File: src/rtl/adc_capture.sv
// Parallel ADC capture: generates the ADC sample clock and power/enable controls,
// and stores captured samples in a FIFO that the bus wrapper drains.
module adc_capture #(
  parameter int DATA_W      = 10,
  parameter int CLK_DIV     = 4,
  parameter int WAKE_CYCLES = 100,
  parameter int PIPE_DLY    = 2,
  parameter int FIFO_DEPTH  = 16,
  parameter int LVL_W       = 5
) (
  input  logic              clk,
  input  logic              rst,
  input  logic              ctrl_start,
  input  logic              ctrl_stop,
  input  logic [15:0]       ctrl_count,
  input  logic              ctrl_fmt_twos,
  input  logic [0:DATA_W-1] adc_Data_pin,
  output logic              adc_Clk_pin,
  output logic              adc_PWRDN_pin,
  output logic              adc_OE_pin,
  input  logic              rd_en,
  output logic [0:DATA_W-1] rd_data,
  output logic              rd_valid,
  output logic              fifo_empty,
  output logic              fifo_full,
  output logic [LVL_W-1:0]  fifo_level,
  output logic              overflow,
  output logic              busy,
  output logic              done,
  output logic [1:0]        dbg_state
);

  localparam int PTR_W  = $clog2(FIFO_DEPTH);
  localparam int DIV_W  = $clog2(CLK_DIV);
  localparam int HALF   = CLK_DIV / 2;
  localparam int WAKE_W = $clog2(WAKE_CYCLES + 2);
  localparam int PIPE_W = $clog2(PIPE_DLY + 2);

  typedef enum logic [1:0] {
    S_IDLE = 2'd0,
    S_WAKE = 2'd1,
    S_RUN  = 2'd2,
    S_DONE = 2'd3
  } state_t;

  state_t              state;
  logic [DIV_W-1:0]    div_cnt;
  logic [DIV_W-1:0]    div_nxt;
  logic [WAKE_W-1:0]   wake_cnt;
  logic [PIPE_W-1:0]   discard_cnt;
  logic [15:0]         sample_cnt;
  logic [15:0]         sample_nxt;
  logic [15:0]         count_lat;
  logic                fmt_lat;

  logic [0:DATA_W-1]   mem [FIFO_DEPTH];
  logic [PTR_W-1:0]    wr_ptr;
  logic [PTR_W-1:0]    rd_ptr;
  logic [0:DATA_W-1]   stored;

  logic strobe;
  logic take;
  logic rd_acc;
  logic wr_acc;
  logic drop;
  logic flush;
  logic last;

  assign dbg_state  = state;
  assign busy       = (state != S_IDLE);
  assign fifo_empty = (fifo_level == '0);
  assign fifo_full  = (fifo_level == LVL_W'(FIFO_DEPTH));

  assign div_nxt    = (div_cnt == DIV_W'(CLK_DIV - 1)) ? '0 : div_cnt + 1'b1;
  assign strobe     = (state == S_RUN) && (div_cnt == DIV_W'(CLK_DIV - 1));
  // A strobe that coincides with ctrl_stop is not stored or counted.
  assign take       = strobe && !ctrl_stop && (discard_cnt == '0);
  // Read handshake: rd_en is a request accepted only when the FIFO holds data;
  // an accepted request returns rd_data with a one-cycle rd_valid on the next edge.
  assign rd_acc     = rd_en && !fifo_empty;
  assign wr_acc     = take && (!fifo_full || rd_acc);
  assign drop       = take && !wr_acc;
  assign flush      = (state == S_IDLE) && ctrl_start && !ctrl_stop;
  assign sample_nxt = sample_cnt + 16'd1;
  assign last       = take && (count_lat != 16'd0) && (sample_nxt == count_lat);

  always_comb begin
    stored = adc_Data_pin;
    if (fmt_lat) stored[0] = ~adc_Data_pin[0];
  end

  always_ff @(posedge clk) begin
    if (!rst) begin
      state         <= S_IDLE;
      div_cnt       <= '0;
      wake_cnt      <= '0;
      discard_cnt   <= '0;
      sample_cnt    <= '0;
      count_lat     <= '0;
      fmt_lat       <= 1'b0;
      adc_Clk_pin   <= 1'b0;
      adc_PWRDN_pin <= 1'b1;
      adc_OE_pin    <= 1'b0;
      overflow      <= 1'b0;
      done          <= 1'b0;
    end else begin
      done <= 1'b0;
      case (state)
        S_IDLE: begin
          if (flush) begin
            state         <= S_WAKE;
            div_cnt       <= '0;
            wake_cnt      <= '0;
            adc_Clk_pin   <= 1'b1;
            adc_PWRDN_pin <= 1'b0;
            adc_OE_pin    <= 1'b1;
            count_lat     <= ctrl_count;
            fmt_lat       <= ctrl_fmt_twos;
            sample_cnt    <= '0;
            overflow      <= 1'b0;
          end
        end
        S_WAKE: begin
          if (ctrl_stop) begin
            state         <= S_DONE;
            done          <= 1'b1;
            adc_Clk_pin   <= 1'b0;
            adc_PWRDN_pin <= 1'b1;
            adc_OE_pin    <= 1'b0;
          end else begin
            div_cnt     <= div_nxt;
            adc_Clk_pin <= (div_nxt < DIV_W'(HALF));
            if (wake_cnt == WAKE_W'(WAKE_CYCLES - 1)) begin
              state       <= S_RUN;
              discard_cnt <= PIPE_W'(PIPE_DLY);
            end else begin
              wake_cnt <= wake_cnt + 1'b1;
            end
          end
        end
        S_RUN: begin
          if (ctrl_stop) begin
            state         <= S_DONE;
            done          <= 1'b1;
            adc_Clk_pin   <= 1'b0;
            adc_PWRDN_pin <= 1'b1;
            adc_OE_pin    <= 1'b0;
          end else begin
            div_cnt     <= div_nxt;
            adc_Clk_pin <= (div_nxt < DIV_W'(HALF));
            if (strobe) begin
              if (discard_cnt != '0) begin
                discard_cnt <= discard_cnt - 1'b1;
              end else begin
                sample_cnt <= sample_nxt;
                if (drop) overflow <= 1'b1;
                if (last) begin
                  state         <= S_DONE;
                  done          <= 1'b1;
                  adc_Clk_pin   <= 1'b0;
                  adc_PWRDN_pin <= 1'b1;
                  adc_OE_pin    <= 1'b0;
                end
              end
            end
          end
        end
        S_DONE: begin
          state <= S_IDLE;
        end
        default: state <= S_IDLE;
      endcase
    end
  end

  // Storage has no reset; occupancy is tracked by pointers and level alone.
  always_ff @(posedge clk) begin
    if (rst && wr_acc) mem[wr_ptr] <= stored;
  end

  always_ff @(posedge clk) begin
    if (!rst) begin
      wr_ptr     <= '0;
      rd_ptr     <= '0;
      fifo_level <= '0;
      rd_data    <= '0;
      rd_valid   <= 1'b0;
    end else begin
      rd_valid <= 1'b0;
      if (flush) begin
        wr_ptr     <= '0;
        rd_ptr     <= '0;
        fifo_level <= '0;
      end else begin
        if (wr_acc) wr_ptr <= wr_ptr + 1'b1;
        if (rd_acc) begin
          rd_data  <= mem[rd_ptr];
          rd_ptr   <= rd_ptr + 1'b1;
          rd_valid <= 1'b1;
        end
        case ({wr_acc, rd_acc})
          2'b10:   fifo_level <= fifo_level + 1'b1;
          2'b01:   fifo_level <= fifo_level - 1'b1;
          default: fifo_level <= fifo_level;
        endcase
      end
    end
  end

endmodule
File: config.mk
export PLATFORM = sky130hd
export DESIGN_NAME = adc_capture
export DESIGN_NICKNAME = d
export VERILOG_FILES = /design/src/rtl/adc_capture.sv
export SDC_FILE = /design/constraint.sdc
export NUM_CORES = 1
export LEC_CHECK = 0
export ABC_AREA = 1
export CORE_AREA = 3 3 186 188
export DETAILED_ROUTE_END_ITERATION = 10
export DIE_AREA = 0 0 189 191
export HOLD_SLACK_MARGIN = 0.08
export PLACE_DENSITY = 0.51
export SLEW_MARGIN = 20
export SYNTH_ARGS = -nofsm -noshare
export SYNTH_HDL_FRONTEND = slang
export SYNTH_SLANG_ARGS = --single-unit
File: constraint.sdc
create_clock -name clk -period 3.3 [get_ports clk]
set_input_delay 0.66 -clock clk [delete_from_list [all_inputs] [get_ports clk]]
set_output_delay 0.66 -clock clk [all_outputs]
set_load 0.01 [all_outputs]
==> run_results.csv <==
group,metric,value,unit
pwr,seqPwrFrac,38.4,%
floorplanning,dieWidth,189,µm
sta,rsz0062_at_grt,"false",
sta,max-slew-margin-rel,43.8,%
clock_network,cts_resized,0,
floorplanning,die_h,191,µm
clock_network,cts_hold_buf,0,
critical_path,end_kind,"primary output",
route,vias_per_cell,4.80,
global_routing,grt_pass1_vias,7265,
min_path,hold_path_depth,2,
final_layout,syn2layout_area_growth,20.2,%
global_routing,track_usage,14.5,%
final_layout,n_antenna_cell,0,
global_routing,grt_antenna_before_repair,1,
critical_path,reg2reg_depth,13,
critical_path,crit_path_max_fanout,5,
placed_design,dp_hpwl,17.5,mm
pwr,power_frac_comb,30.7,%
critical_path,start_kind,"register",
pwr,powerDensity,740,nW/µm²
logic_synthesis,synth_nets,1061,
pwr,leakage,4.26,nW
logic_synthesis,synth_top_area_share,47.1,%
logic_synthesis,postSynthAreaPerCell,10.1,µm²
route,drc,0,
floorplanning,core_area,33300,µm²
global_routing,overflow,0,
clock_network,insertion_delay,0.54,ns
pwr,switching_share,33.3,%
route,num_vias,7468,
clock_network,cts_setup_buffers,0,
route,ant_nets,0,
logic_synthesis,ys_seq_area_share,61.8,%
pwr,p_clk_share,30.9,%
clock_network,cts_tree,"done",
route,routed_wl,26.2,mm
logic_synthesis,syn-instance-count,1012,
critical_path,worstPathRequired,2.64,ns
outcome,status,"finished, final reports clean",
clock_network,clockRootBuffer,"clkbuf_16",
logic_synthesis,synthesis.area,10200,µm²
final_layout,final_cell_mix,"edfxtp_1, nor2_1, nand2_1",
final_layout,layout_commonest_cell,"edfxtp_1",
route,drt-initial-drc-count,635,
pwr,internal-power,0.00606,W
final_layout,nets,1136,
clock_network,clk_pin_slew,0.06,ns
sta,post-route-period-util,81.3,%
logic_synthesis,ys_seq_elements,235,
clock_network,cts_max_level,1,
floorplanning,start_util,30.7,%
clock_network,clockBufferDepth,3,
clock_network,cts_buffers,26,
logic_synthesis,synth_ff_type,"edfxtp_1",
pwr,vdd_drop_max,0.397,mV
sta,hold_viol_final,0,
placed_design,gp_congestion,0.828,
logic_synthesis,async_flop_share,0,%
floorplanning,pin_count,58,
logic_synthesis,netlist_top_cells_area,"edfxtp_1, dfxtp_1, o21ai_0",
pwr,p_sw,0.00303,W
min_path,hp-start,"discard_cnt[1]$_SDFFE_PN0P_",
critical_path,r2r_start,"dbg_state[0]$_SDFFE_PN0P_",
sta,drv_slew,0,
route,dr.pass1.iters,7,
min_path,hp-class,"reg2reg",
final_layout,layout-drive-gt1-share,8.85,%
floorplanning,row_count,67,
floorplanning,dieArea,36100,µm²
logic_synthesis,yosysWarnings,0,
final_layout,post-route-util,36.9,%
route,avgRoutedWirePerCell,16.9,µm
placed_design,place.port_buffers,57,
global_routing,grt_pass1_wl,41.3,mm
critical_path,startpoint,"dbg_state[0]$_SDFFE_PN0P_",
global_routing,grt_max_degree,84,
logic_synthesis,synth_enable_flop_cells,160,
clock_network,cts_num_sinks,235,
critical_path,critPathArrivalTime,2.02,ns
sta,max_freq,0.373,GHz
logic_synthesis,synth_top_cell_by_area,"edfxtp_1",
sta,setup_violations,0,
critical_path,worstSetupPathType,"reg2out",
logic_synthesis,synth_cell_types,39,
job,drv_cap,0,
sta,worst_pin_slew,0.843,ns
sta,period_needed,2.68,ns
sta,fin_skew,0.0240,ns
sta,fin_setup_tns,0,ns
==> power by group through the flow <==
stage / Clock, W / Sequential (W) / Combinational [W]
after global routing: 0.00302 / 0.00351 / 0.00314
after floorplan: 0 / 0.00356 / 0.00175
final: 0.00280 / 0.00349 / 0.00279
after detailed placement: 0 / 0.00355 / 0.00282
after global placement: 0 / 0.00355 / 0.00283
after CTS: 0.00289 / 0.00349 / 0.00283
==> final timing paths <==
path / to / slack (ns)
hold reg to reg: discard_cnt[1]$_SDFFE_PN0P_ / 0.46
setup reg to reg: fifo_level[4]$_SDFFE_PP0P_ / 0.71
setup / recovery: busy / 0.62
hold / removal: discard_cnt[1]$_SDFFE_PN0P_ / 0.46
==> per-layer routing <==
metal  vias to the layer above  global-route usage [%]  wire (µm)
li1                       3709                       -          -
met1                      3532                    20.6      12900
met2                       179                    22.3      11200
met3                        46                    2.79       1370
met4                         2                    4.64        828
met5                         -                       0         11
==> synth_stat cells, types with 16 or more instances <==
cell and number:
dfxtp_1 75, nand3_1 51, ha_1 16, nor2_1 157, a21oi_1 69, o21ai_0 119
nand2_1 125, inv_1 69, edfxtp_1 160, o221ai_1 30, clkbuf_1 37
==> registers in the layout (all words and copies together) (netlist names) <==
name	flops
rd_data	10
div_cnt	2
fmt_lat	1
count_lat	16
discard_cnt	2
fifo_level	5
wr_ptr	4
dbg_state	2
rd_ptr	4
adc_PWRDN_pin	1
adc_OE_pin	1
wake_cnt	7
mem	160
done	1
overflow	1
adc_Clk_pin	1
rd_valid	1
sample_cnt	16
==> cell type report <==
type	instances	area, µm²
sequential	235	6310
clock inverter	11	115
inverter	73	274
tap	448	561
timing repair buffer	91	851
multi-input combinational	660	3450
fill	3315	21000
clock buffer	37	712
==> worst max-delay path, stage by stage (launching register included) <==
cell and delay, ns:
dfxtp_1 0.41, inv_1 0.12, ha_1 0.25, inv_1 0.16
clkdlybuf4s50_1 0.57
==> metrics by stage <==
step | cell area (µm²) | hold slack, ns | total power [W] | std cells | setup WS [ns]
6_report | 12300 | 0.459 | 0.00908 | 1555 | 0.618
5_1_grt | 12300 | 0.489 | 0.00967 | 1555 | 0.385
4_1_cts | 12300 | 0.465 | 0.00921 | 1555 | 0.579
3_5_place_dp | 11400 | 0.456 | 0.00637 | 1507 | 0.290
3_3_place_gp | 11400 | 0.448 | 0.00638 | 1507 | 0.271
2_1_floorplan | 10200 | 0.433 | 0.00531 | 1012 | 0.877
==> logic make-up (layout without fill, tap and decap cells) <==
logic type | after synthesis | in the layout | synth area share (%)
xor+xnor | 15 | 15 | 1.77
simple gates | 380 | 380 | 15.9
buf+inv | 117 | 212 | 4.41
compound gates | 246 | 246 | 13.7
mux | 2 | 2 | 0.208
fa+ha+maj | 17 | 17 | 2.16
flops | 235 | 235 | 61.8
(Power assumes the default switching activity.)
